[src/rtl/axi4_lite_master_bridge.sv]
// Native mem_valid/mem_ready requests to single-beat AXI4-lite transfers.
// A watchdog aborts transactions that the responder never answers.
module axi4_lite_master_bridge #(
   parameter int unsigned TIMEOUT_CYCLES = 1024,
   parameter logic [31:0] TIMEOUT_RDATA  = 32'hDEAD_BEEF
) (
   input  logic        clk,
   input  logic        rst,
   input  logic        mem_valid,
   input  logic        mem_instr,
   input  logic [31:0] mem_addr,
   input  logic [31:0] mem_wdata,
   input  logic [3:0]  mem_wstrb,
   output logic        mem_ready,
   output logic [31:0] mem_rdata,
   output logic        mem_axi_awvalid,
   input  logic        mem_axi_awready,
   output logic [31:0] mem_axi_awaddr,
   output logic [2:0]  mem_axi_awprot,
   output logic        mem_axi_wvalid,
   input  logic        mem_axi_wready,
   output logic [31:0] mem_axi_wdata,
   output logic [3:0]  mem_axi_wstrb,
   input  logic        mem_axi_bvalid,
   output logic        mem_axi_bready,
   output logic        mem_axi_arvalid,
   input  logic        mem_axi_arready,
   output logic [31:0] mem_axi_araddr,
   output logic [2:0]  mem_axi_arprot,
   input  logic        mem_axi_rvalid,
   output logic        mem_axi_rready,
   input  logic [31:0] mem_axi_rdata,
   output logic        timeout,
   output logic [15:0] err_count
);
   localparam logic [2:0] IDLE    = 3'd0;
   localparam logic [2:0] RD_ADDR = 3'd1;
   localparam logic [2:0] RD_DATA = 3'd2;
   localparam logic [2:0] WR_REQ  = 3'd3;
   localparam logic [2:0] WR_RESP = 3'd4;
   localparam logic [2:0] DONE    = 3'd5;

   localparam bit          WD_EN   = (TIMEOUT_CYCLES != 0);
   localparam logic [31:0] WD_LAST = 32'(TIMEOUT_CYCLES - 1);

   logic [2:0]  state;
   logic [2:0]  state_nx;
   logic [31:0] addr_q;
   logic [31:0] wdata_q;
   logic [3:0]  wstrb_q;
   logic        instr_q;
   logic        aw_done;
   logic        w_done;
   logic [31:0] wd_cnt;
   logic        busy;
   logic        expired;
   logic        abort;
   logic        ar_hs;
   logic        r_hs;
   logic        aw_hs;
   logic        w_hs;
   logic        b_hs;

   assign mem_axi_araddr  = addr_q;
   assign mem_axi_awaddr  = addr_q;
   assign mem_axi_wdata   = wdata_q;
   assign mem_axi_wstrb   = wstrb_q;
   assign mem_axi_arprot  = {instr_q, 2'b00};
   assign mem_axi_awprot  = 3'b000;

   assign mem_axi_arvalid = (state == RD_ADDR);
   assign mem_axi_rready  = (state == RD_DATA);
   assign mem_axi_awvalid = (state == WR_REQ) && !aw_done;
   assign mem_axi_wvalid  = (state == WR_REQ) && !w_done;
   assign mem_axi_bready  = (state == WR_RESP);
   assign mem_ready       = (state == DONE);

   assign ar_hs = mem_axi_arvalid && mem_axi_arready;
   assign r_hs  = mem_axi_rready && mem_axi_rvalid;
   assign aw_hs = mem_axi_awvalid && mem_axi_awready;
   assign w_hs  = mem_axi_wvalid && mem_axi_wready;
   assign b_hs  = mem_axi_bready && mem_axi_bvalid;

   assign busy    = (state == RD_ADDR) || (state == RD_DATA) ||
                    (state == WR_REQ) || (state == WR_RESP);
   assign expired = WD_EN && busy && (wd_cnt >= WD_LAST);

   // A response arriving on the last watchdog cycle still completes normally.
   always_comb begin
      state_nx = state;
      abort    = 1'b0;
      unique case (state)
         IDLE: begin
            if (mem_valid)
               state_nx = (mem_wstrb == 4'b0000) ? RD_ADDR : WR_REQ;
         end
         RD_ADDR: begin
            if (expired) begin
               abort    = 1'b1;
               state_nx = DONE;
            end else if (ar_hs) begin
               state_nx = RD_DATA;
            end
         end
         RD_DATA: begin
            if (r_hs) begin
               state_nx = DONE;
            end else if (expired) begin
               abort    = 1'b1;
               state_nx = DONE;
            end
         end
         WR_REQ: begin
            if (expired) begin
               abort    = 1'b1;
               state_nx = DONE;
            end else if ((aw_done || aw_hs) && (w_done || w_hs)) begin
               state_nx = WR_RESP;
            end
         end
         WR_RESP: begin
            if (b_hs) begin
               state_nx = DONE;
            end else if (expired) begin
               abort    = 1'b1;
               state_nx = DONE;
            end
         end
         DONE:    state_nx = IDLE;
         default: state_nx = IDLE;
      endcase
   end

   always_ff @(posedge clk or posedge rst) begin
      if (rst) begin
         state     <= IDLE;
         addr_q    <= '0;
         wdata_q   <= '0;
         wstrb_q   <= '0;
         instr_q   <= 1'b0;
         aw_done   <= 1'b0;
         w_done    <= 1'b0;
         wd_cnt    <= '0;
         mem_rdata <= '0;
         timeout   <= 1'b0;
         err_count <= '0;
      end else begin
         state   <= state_nx;
         timeout <= abort;
         wd_cnt  <= busy ? wd_cnt + 32'd1 : 32'd0;
         if (state == IDLE && mem_valid) begin
            addr_q  <= mem_addr;
            wdata_q <= mem_wdata;
            wstrb_q <= mem_wstrb;
            instr_q <= mem_instr;
            aw_done <= 1'b0;
            w_done  <= 1'b0;
         end
         if (aw_hs)
            aw_done <= 1'b1;
         if (w_hs)
            w_done <= 1'b1;
         if (r_hs)
            mem_rdata <= mem_axi_rdata;
         else if (abort && (state == RD_ADDR || state == RD_DATA))
            mem_rdata <= TIMEOUT_RDATA;
         if (abort && err_count != 16'hFFFF)
            err_count <= err_count + 16'd1;
      end
   end
endmodule

[config.mk]
export PLATFORM = sky130hd
export DESIGN_NAME = axi4_lite_master_bridge
export DESIGN_NICKNAME = d
export VERILOG_FILES = /design/src/rtl/axi4_lite_master_bridge.sv
export SDC_FILE = /design/constraint.sdc
export NUM_CORES = 1
export LEC_CHECK = 0
export ABC_AREA = 1
export BUFFER_PORTS_ARGS = -buffer_cell sky130_fd_sc_hd__buf_2
export CAP_MARGIN = 40
export CORE_MARGIN = 3
export CORE_UTILIZATION = 41
export CTS_BUF_LIST = sky130_fd_sc_hd__clkbuf_4 sky130_fd_sc_hd__clkbuf_8
export CTS_CLUSTER_DIAMETER = 60
export CTS_CLUSTER_SIZE = 12
export DETAILED_ROUTE_END_ITERATION = 8
export PLACE_DENSITY = 0.68
export SYNTH_ARGS = -nofsm -noshare
export SYNTH_HDL_FRONTEND = slang
export SYNTH_SLANG_ARGS = --single-unit
[constraint.sdc]
create_clock -name clk -period 11.3 [get_ports clk]
set_input_delay 2.26 -clock clk [delete_from_list [all_inputs] [get_ports clk]]
set_output_delay 2.26 -clock clk [all_outputs]
set_load 0.005 [all_outputs]
==> key figures <==
STA
  • Worst Tran Pin Value: approximately 800 ps
  • Final period utilization: 0.338
  • Setup WS post-layout: between 7000 and 8000 ps
  • Peak Freq: 262 MHz
  • Max-slew violations: 0
  • Final setup TNS: 0 ps
  • RSZ-0062 raised after global routing: false
  • Max transition margin: 0.451
  • Final Skew: 17.1 ps
  • Final hold vios: 0
  • Post-layout min period: roughly 3800 ps
  • Hold_ws: around 460 ps
  • Final setup vio count: 0

Detailed routing
  • DR iter-0 viols: roughly 360
  • Final ANT Viol Nets: 0
  • Routed vias/inst: about 4.7
  • Vias: roughly 6400
  • Drt pass-1 iters: 4
  • WL final: between 15 and 20 mm
  • WL per Instance: 14.0 um
  • Final routed DRC violation total: 0

Placed design
  • Port Buffers: between 200 and 300
  • Dpl cells: 1331
  • Placed Area: between 8000 and 9000 um2
  • Hpwl dp: approximately 14 mm
  • Setup slack at placement: approximately 7300 ps
  • Gpl congestion: around 0.91

Die
  • Initial core utilization: 0.419
  • DIE AREA: roughly 19000 um2
  • I/O pin cnt: 270
  • Core region area: about 17000 um2
  • Rows: 48
  • Die Width: 139 um
  • Die H: 139 um

Yosys
  • Most common cell in the netlist: nand2_1
  • Synth warnings: 0
  • Post-synthesis cell count: around 900
  • Yosys reg bits: 155
  • Post-synth top area cell: dfrtp_1
  • Synth Cell Area: approximately 7300 um2
  • Top area cells in the synthesized netlist: dfrtp_1, nand2_1, nor2_1, buf_4, nand3_1
  • Dominant synthesized flop cell: dfrtp_1
  • Post-synth EDFFs: 0
  • Yosys cell types: 40
  • Mean Syn Cell Area: 8.11 um2
  • Seq/Total Area, Yosys: 0.533
  • Fraction of registers with async set/reset: 1.00
  • Top cells by count, synth: nand2_1, dfrtp_1, nor2_1
  • Share of the synthesized area in the top cell type: 0.533

Power
  • Power Density: ~220 nW/um2
  • VDD IR max: approximately 0.00011 V
  • Leak pwr: approximately 4.8 nW

CTS
  • Clock transition at the registers of the reported paths: about 90 ps
  • CTS tree: done
  • # resized after CTS: 0
  • Cts bufs inserted: 17
  • Number of H-tree levels: 4
  • Bufs on Longest Clock Path: 2
  • Post-CTS Setup Bufs: 0
  • Root buffer cell: clkbuf_8
  • Sink Count: about 160
  • # hold bufs at CTS: 0
  • Clock Latency Late Sink: 460 ps

Global route
  • Largest net degree at the start of global routing: 73
  • Initial antenna violation count: 1
  • Global-route wire length before repair: around 31 mm
  • GR Util All Layers: 0.199
  • Number of global-route vias before repair: between 6000 and 7000
  • Global route total overflow: 0

Finish
  • Layout Cells excl Fill: between 1000 and 1500
  • Nets: 1236
  • Layout cells sized above 1: 0.292
  • Design Area, Final: about 9000 um2
  • Area grow syn2layout: 22.9%

Setup path
  • Crit-path max FO: 5
  • Startpoint types: flop
  • Cells on worst reg2reg path: 9
  • Setup CP Type: reg -> out
  • Worst R2R Start: err_count[0]$_DFFE_PP0P_
  • End of the critical path: mem_axi_wvalid
  • CP endpoint kind: output port
  • R2R Path End: err_count[6]$_DFFE_PP0P_
  • Flop2flop setup slack: about 8700 ps
  • Worst setup startpoint: state[0]$_DFFE_PP0P_
  • CP Data Required Time: 9040 ps
  • Data arrival, critical path: 1560 ps

Job
  • Max Cap Violations: 0

Worst hold path
  • Hold Crit Class: reg -> reg

Outcome
  • Outcome: completed
cell families after synthesis:
kind of cell | count (synthesis) | synth area share
AOI/OAI and AO/OA | 42 | 0.0329
xor gates and xnor gates | 26 | 0.0313
adders and majority gates | 2 | 0.00344
buffers and inverters | 107 | 0.0798
DFF | 155 | 0.533
other | 1 | 0.000516
and+or+nand+nor | 563 | 0.319
worst max-delay path, stage by stage (launching register included):
cell	delay, ps
dfrtp_1	380
inv_1	70
nor2_1	180
nand2_1	170
nor2_1	160
buf_2	130
where the power goes:
part | switching, W | leakage (nW) | internal (W)
clock network | 0.000231 | 0.194 | 0.000182
registers | 0.000110 | 1.96 | 0.000735
logic | 0.000386 | 2.65 | 0.000281
total | 0.000727 | 4.80 | 0.00120
cells in the final DEF, fill, tap and decap left out, types with 2 or more instances in the layout:
| cell type | synthesis | layout |
|---|---|---|
| buf_4 | 40 | 2 |
| a31oi_1 | 2 | 2 |
| inv_8 | 0 | 3 |
| nor3_1 | 19 | 19 |
| nor2_1 | 138 | 138 |
| clkbuf_8 | 0 | 17 |
| nand3_1 | 38 | 38 |
| nand2_2 | 2 | 2 |
| o21ai_0 | 14 | 14 |
| clkinvlp_4 | 0 | 2 |
| xor2_1 | 15 | 15 |
| o21ai_1 | 4 | 4 |
| buf_2 | 1 | 264 |
| nand4_1 | 8 | 8 |
| xnor2_1 | 11 | 11 |
| conb_1 | 1 | 5 |
| inv_1 | 42 | 41 |
| a21oi_1 | 16 | 16 |
| dfrtp_1 | 155 | 155 |
| inv_6 | 0 | 7 |
| inv_2 | 2 | 2 |
| nor2_2 | 20 | 19 |
| clkinv_2 | 0 | 2 |
| nand2_1 | 329 | 329 |
| ha_1 | 2 | 2 |
metal layers:
metal  global-route usage  vias up  wire length [um]
met4               0.0711        0               405
met2                0.348      198              9750
met1                0.244     2956              7980
met3               0.0414       29              1010
li1                     -     3216                 -
met5                    0        -                 0
layout make-up:
class / count / area (um2)
fillers: 1687 / 8420
flip-flops and latches: 155 / 3880
multi-input cells: 638 / 2830
repair buffers: 268 / 1380
well taps: 225 / 282
clock buffers: 17 / 234
inverters: 45 / 174
clock inverters: 15 / 150
diodes: 1 / 2.50
worst min-delay path by stage:
stage,startpoint,endpoint,slack [ps],depth (start not counted)
2_1_floorplan,wd_cnt[0]$_DFF_PP0_,wd_cnt[0]$_DFF_PP0_,430,1
3_3_place_gp,wd_cnt[0]$_DFF_PP0_,wd_cnt[0]$_DFF_PP0_,440,1
3_5_place_dp,wd_cnt[0]$_DFF_PP0_,wd_cnt[0]$_DFF_PP0_,450,1
4_1_cts,wd_cnt[0]$_DFF_PP0_,wd_cnt[0]$_DFF_PP0_,460,1
5_1_grt,mem_axi_wdata[25]$_DFFE_PP0P_,mem_axi_wdata[25]$_DFFE_PP0P_,490,2
6_report,wd_cnt[0]$_DFF_PP0_,wd_cnt[0]$_DFF_PP0_,460,1
sequential cells by signal, indices dropped and copies added (netlist names):
register	count
mem_axi_araddr	32
mem_axi_wdata	32
mem_rdata	32
wd_cnt	32
err_count	16
mem_axi_wstrb	4
state	3
aw_done	1
instr_q	1
timeout	1
w_done	1
per-stage QoR:
step / util / total power [W]
detailed placement: 0.493 / 0.00154
finish: 0.515 / 0.00193
CTS: 0.515 / 0.00195
floorplan: - / 0.00126
global placement: 0.490 / 0.00151
global route: 0.515 / 0.00208
Power figures use the tool's default switching activity.
